--- config.mk ---
export PLATFORM = sky130hd
export DESIGN_NAME = config_loader
export DESIGN_NICKNAME = d
export VERILOG_FILES = /design/src/rtl/config_loader.sv
export SDC_FILE = /design/constraint.sdc
export NUM_CORES = 1
export LEC_CHECK = 0
export ABC_AREA = 1
export CORE_ASPECT_RATIO = 1.4
export CORE_UTILIZATION = 50
export CTS_CLUSTER_DIAMETER = 40
export DETAILED_ROUTE_END_ITERATION = 10
export PLACE_DENSITY = 0.74
export SETUP_SLACK_MARGIN = 0.3
export SLEW_MARGIN = 20
export SYNTH_ARGS = -nofsm -noshare
export SYNTH_HDL_FRONTEND = slang
export SYNTH_SLANG_ARGS = --single-unit
--- constraint.sdc ---
create_clock -name clk -period 3.72 [get_ports clk]
set_clock_uncertainty 0.1 [all_clocks]
set_input_delay 1.116 -clock clk [delete_from_list [all_inputs] [get_ports clk]]
set_output_delay 1.116 -clock clk [all_outputs]
set_load 0.02 [all_outputs]
--- src/rtl/config_loader.sv ---
// config_loader: configuration-bus initiator for the CGRA fabric.
//
// Accepts a byte stream over a valid/ready handshake. The stream carries a 16-bit
// record count N, followed by N 8-byte records {addr[31:0], data[31:0]}, all MSB-first.
// Each record is driven onto config_addr/config_data for WRITE_CYCLES cycles. Between
// writes the address is parked on IDLE_ADDR, which no tile decodes.
//
// Ports:
//   clk          fabric clock, rising edge
//   reset        synchronous active-low reset
//   start        begin a load (sampled only in IDLE)
//   in_data      stream byte
//   in_valid     in_data valid this cycle
//   in_ready     byte accepted when in_valid && in_ready
//   config_addr  {config type, tile_id} broadcast to all tiles
//   config_data  configuration word broadcast to all tiles
//   config_write high while a record is driven
//   busy         high in every state except IDLE
//   done         one-cycle pulse when a load completes
//   records_done records written in the current/last load
module config_loader #(
    parameter logic [31:0] IDLE_ADDR    = 32'h0000_0000,
    parameter int unsigned WRITE_CYCLES = 1
) (
    input  logic        clk,
    input  logic        reset,
    input  logic        start,
    input  logic [7:0]  in_data,
    input  logic        in_valid,
    output logic        in_ready,
    output logic [31:0] config_addr,
    output logic [31:0] config_data,
    output logic        config_write,
    output logic        busy,
    output logic        done,
    output logic [15:0] records_done
);

    typedef enum logic [2:0] {
        StIdle,
        StHdr0,
        StHdr1,
        StRec,
        StWrite,
        StDone
    } state_e;

    localparam logic [7:0] LastWrCycle = 8'(WRITE_CYCLES - 1);

    state_e      state_q;
    logic [15:0] num_records_q;
    logic [2:0]  byte_idx_q;
    logic [55:0] asm_q;       // first seven bytes of the record being assembled
    logic [7:0]  wr_cnt_q;
    logic        xfer;
    logic [63:0] rec_full;

    assign xfer     = in_valid && in_ready;
    assign rec_full = {asm_q, in_data};

    // All outputs are registered and updated on the transition into the state that owns them.
    always_ff @(posedge clk) begin
        if (!reset) begin
            state_q       <= StIdle;
            num_records_q <= 16'd0;
            byte_idx_q    <= 3'd0;
            asm_q         <= 56'd0;
            wr_cnt_q      <= 8'd0;
            in_ready      <= 1'b0;
            config_addr   <= IDLE_ADDR;
            config_data   <= 32'd0;
            config_write  <= 1'b0;
            busy          <= 1'b0;
            done          <= 1'b0;
            records_done  <= 16'd0;
        end else begin
            done <= 1'b0;
            unique case (state_q)
                StIdle: begin
                    if (start) begin
                        state_q      <= StHdr0;
                        in_ready     <= 1'b1;
                        busy         <= 1'b1;
                        records_done <= 16'd0;
                    end
                end
                StHdr0: begin
                    if (xfer) begin
                        num_records_q[15:8] <= in_data;
                        state_q             <= StHdr1;
                    end
                end
                StHdr1: begin
                    if (xfer) begin
                        num_records_q[7:0] <= in_data;
                        byte_idx_q         <= 3'd0;
                        if ({num_records_q[15:8], in_data} == 16'd0) begin
                            state_q  <= StDone;
                            in_ready <= 1'b0;
                            done     <= 1'b1;
                        end else begin
                            state_q <= StRec;
                        end
                    end
                end
                StRec: begin
                    if (xfer) begin
                        asm_q      <= rec_full[55:0];
                        byte_idx_q <= byte_idx_q + 3'd1;
                        if (byte_idx_q == 3'd7) begin
                            state_q      <= StWrite;
                            in_ready     <= 1'b0;
                            config_write <= 1'b1;
                            config_addr  <= rec_full[63:32];
                            config_data  <= rec_full[31:0];
                            wr_cnt_q     <= 8'd0;
                        end
                    end
                end
                StWrite: begin
                    if (wr_cnt_q == LastWrCycle) begin
                        records_done <= records_done + 16'd1;
                        config_write <= 1'b0;
                        config_addr  <= IDLE_ADDR;
                        if (records_done + 16'd1 == num_records_q) begin
                            state_q <= StDone;
                            done    <= 1'b1;
                        end else begin
                            state_q    <= StRec;
                            in_ready   <= 1'b1;
                            byte_idx_q <= 3'd0;
                        end
                    end else begin
                        wr_cnt_q <= wr_cnt_q + 8'd1;
                    end
                end
                StDone: begin
                    state_q <= StIdle;
                    busy    <= 1'b0;
                end
                default: begin
                    state_q <= StIdle;
                end
            endcase
        end
    end

endmodule
==> impl_summary.md <==
Run status
The run finished with clean final reports.

GRT
The first global-routing pass estimated 29.3 mm of wire. The number of antenna violations at the first check in global routing is 0. Entering global routing, the biggest net connects approximately 110 pins. The overall routing resource usage is 0.260. The number of global-route vias before repair came to 5984. The total grt overflow is 0.

Die
The initialized floorplan defines 50 standard-cell rows. For this configuration, the core starts out at a cell density of 0.519. The overall die width is 102 um. The core region is 13500 um2.

The floorplan step defined a die boundary enclosing 14500 um2. The total I/O pin count is 96. The die span in y is between 100 and 150 um.

Timing
Across all hold checks on the routed design, the worst slack comes to 0.364 ns. The hold violation total from the final report was 0. The relative slew slack is 0.370.

The final-layout setup total negative slack is 0 ns. The count of final setup violators is 0. The minimum clock period after layout is 2.84 ns. Dividing the final minimum period by the clock period gives 0.763. The transition at the pin with the smallest max-transition slack is 0.946 ns. Derived from the worst setup path, the maximum achievable clock frequency is 352 MHz. The final-report max-slew violation count is 0. Setup repair after global routing left no endpoint under its margin.

Synth
Counting instances in the post-synthesis netlist gives the leading cell types as sky130_fd_sc_hd__nand2_1 (198), sky130_fd_sc_hd__dfxtp_1 (170), sky130_fd_sc_hd__nor2_1 (139). The mapped netlist covers approximately 7000 um2. During synthesis, Yosys emitted a total of 0 warnings. The number of enable-type register cells in the synthesized netlist is 0. The share of the yosys chip area belonging to registers is 0.485. The register bit total from synthesis is 170. The share of synthesized area in the top cell type comes to 0.485.

The most area-hungry cell type in the Yosys netlist is sky130_fd_sc_hd__dfxtp_1. The cell count after synthesis came out at 968. By area the synthesized netlist is led by sky130_fd_sc_hd__dfxtp_1 (49%), sky130_fd_sc_hd__nand2_1 (11%), sky130_fd_sc_hd__a21oi_1 (8.1%). The number of nets in the synthesized netlist is 985. The async set-or-reset flop fraction in the synthesized netlist is 0. By instance count, the leading cell after synthesis is sky130_fd_sc_hd__nand2_1. The number of different library cells used by synthesis comes to 30. The leading register cell type out of synthesis is sky130_fd_sc_hd__dfxtp_1. Averaged over all synthesized cells, the footprint is 7.24 um2.

Min path
The min-delay analysis places its worst path in the category reg2reg. The worst hold path passes through 2 cells. The worst min-delay path endpoint is config_addr[4].

In this run the most critical hold path is launched from config_addr[4].

Setup path
The worst register-to-register path has a depth of 14. Setup slack on the worst reg-to-reg path comes out at 1.19 ns. The startpoint of the worst-slack reg-to-reg timing path is records_done[0]. The endpoint arrival time on the critical path is 3.11 ns. STA classifies the critical path startpoint as an input pin. The destination of the worst register-to-register timing path is byte_idx_q[1]. By startpoint and endpoint, the worst setup path is classified as in2reg.

At the worst endpoint, the required time is between 3 and 4 ns. Along the worst path, the maximum fanout reaches 4. The sort of element at the end of the critical path is a register.

Routing
The final wirelength is roughly 18 mm. The pre-antenna-repair detailed-routing pass consisted of 4 iterations. The violation count after the first detailed-route iteration is 380. The final antenna-violating net count is 0.

For this run, design rule violations remaining after detail routing come to 0. In the routed layout, each cell is associated on average with a via count of 5.29. Dividing the detail-routed wire length by the instance count gives 14.6 um. Across all layers, the routed design uses 6567 vias.

Clock tree
Buffers inserted to repair hold after CTS numbered 0. The clock tree from TritonCTS is done. The number of setup buffers added after CTS is 0. The count of instances resized after the clock tree is built is 0. The clock buffer count from CTS is 17. Counting along the longest clock path gives a buffer depth of 2.

Clock latency on the worst-skew pair, taken at its later pin, is 0.43 ns. Clock tree synthesis found a total of 170 sinks. The clock tree root driver cell is sky130_fd_sc_hd__clkbuf_16. The H-tree level count is 4. After clock tree synthesis, the clock-pin slew on the worst setup and hold paths is ~0.070 ns.

Layout
The number of antenna diodes in the final layout is 0. The fraction of final layout cells sized beyond drive strength 1 is 0.0698. The number of nets in the finished design is about 1100.

Fill cells in the final layout number 1225. Relative to the synthesized area, the layout overhead comes to 23.6%.

Place
The post-DP HPWL is between 10 and 15 mm. The quantity of I/O buffers inserted on ports is 95. The congestion estimate from routability-driven global placement came to 0.888.

Power
Dividing total power by cell area gives a power density of about 470 nW/um2. Across the VDD grid, the largest voltage drop is 0.000287 V. In this run the static leakage power is roughly 3.5 nW.

Run
Max-cap violations in this run came to 0.
-- cell families after synthesis --
group | Yosys count | synth area share
and+or+nand+nor | 432 | 0.267
AOI/OAI and AO/OA | 230 | 0.165
DFF | 170 | 0.485
buffers and inverters | 128 | 0.0701
adders and majority gates | 5 | 0.00892
xor gates and xnor gates | 3 | 0.00375
-- worst max path at each step --
stage	slack (ns)	endpoint	cells past startpoint	from
finish	0.88	in_ready	10	in_data[4]
global route	0.65	state_q[2]	9	in_valid
CTS	0.92	in_ready	10	in_data[4]
detailed placement	0.46	in_ready	10	in_data[4]
global placement	0.49	in_ready	10	in_data[4]
floorplan	1.28	config_data[22]	9	in_valid
-- state kept, by name (all words and copies together) (netlist names), 3 cells and up --
name and flops:
byte_idx_q 3, state_q 3, asm_q 56, num_records_q 16, config_addr 32, wr_cnt_q 8
records_done 16, config_data 32
-- cell usage in the layout, fill, tap and decap left out, types with 3 or more instances in the layout --
cell,count
sky130_fd_sc_hd__a21oi_1,114
sky130_fd_sc_hd__buf_4,10
sky130_fd_sc_hd__clkbuf_16,17
sky130_fd_sc_hd__clkdlybuf4s50_1,94
sky130_fd_sc_hd__dfxtp_1,170
sky130_fd_sc_hd__ha_1,5
sky130_fd_sc_hd__inv_1,75
sky130_fd_sc_hd__inv_2,7
sky130_fd_sc_hd__inv_6,6
sky130_fd_sc_hd__inv_8,3
sky130_fd_sc_hd__nand2_1,198
sky130_fd_sc_hd__nand2_2,3
sky130_fd_sc_hd__nand3_1,37
sky130_fd_sc_hd__nand3_2,4
sky130_fd_sc_hd__nand3b_1,4
sky130_fd_sc_hd__nand4_1,17
sky130_fd_sc_hd__nor2_1,138
sky130_fd_sc_hd__nor2_2,6
sky130_fd_sc_hd__nor2_4,6
sky130_fd_sc_hd__nor3_1,7
sky130_fd_sc_hd__nor3b_1,3
sky130_fd_sc_hd__o21ai_0,113
sky130_fd_sc_hd__or2_2,3
sky130_fd_sc_hd__xor2_1,3
-- final cells by class --
type	instances	area, um2	share of cell area
Sequential cell	170	3400	0.393
Multi-Input combinational cell	670	3130	0.361
Timing Repair Buffer	105	1020	0.118
Clock buffer	17	425	0.0491
Inverter	83	312	0.0360
Tap cell	182	228	0.0263
Clock inverter	15	151	0.0175
-- metrics by stage --
stage / power, mW / utilization / cells / setup slack [ns] / cell area, um2
after floorplan: 2.27 / - / 968 / 1.28 / 7010
after global routing: 4.25 / 0.641 / 1242 / 0.647 / 8670
after global placement: 2.39 / 0.599 / 1210 / 0.489 / 8090
final: 4.09 / 0.641 / 1242 / 0.883 / 8670
after detailed placement: 2.40 / 0.599 / 1210 / 0.463 / 8090
after CTS: 4.11 / 0.641 / 1242 / 0.915 / 8670
-- critical path: stages --
cell and delay (ns):
sky130_fd_sc_hd__clkdlybuf4s50_1 0.46, sky130_fd_sc_hd__inv_1 0.24, sky130_fd_sc_hd__nand3_1 0.13, sky130_fd_sc_hd__nor4_1 0.54
sky130_fd_sc_hd__nor2_1 0.12, sky130_fd_sc_hd__nor3_1 0.15, sky130_fd_sc_hd__nand3_1 0.12, sky130_fd_sc_hd__nand2_1 0.08
sky130_fd_sc_hd__nand2_1 0.05, sky130_fd_sc_hd__nor2_1 0.11
-- power by group --
| group | leakage, nW | switching [mW] | internal [mW] | total, mW |
|---|---|---|---|---|
| clock network | 0.277 | 0.830 | 0.894 | 1.72 |
| logic | 1.84 | 0.311 | 0.137 | 0.448 |
| registers | 1.37 | 0.0394 | 1.87 | 1.91 |
| total | 3.49 | 1.18 | 2.90 | 4.09 |
-- metal layers --
layer / GRT usage / vias up / routed length, um
li1: - / 3300 / -
met1: 0.318 / 3049 / 7770
met2: 0.442 / 172 / 9030
met3: 0.0462 / 46 / 760
met4: 0.117 / 0 / 518
met5: 0 / - / 0
Note: power is estimated with default switching activity, not from simulation.
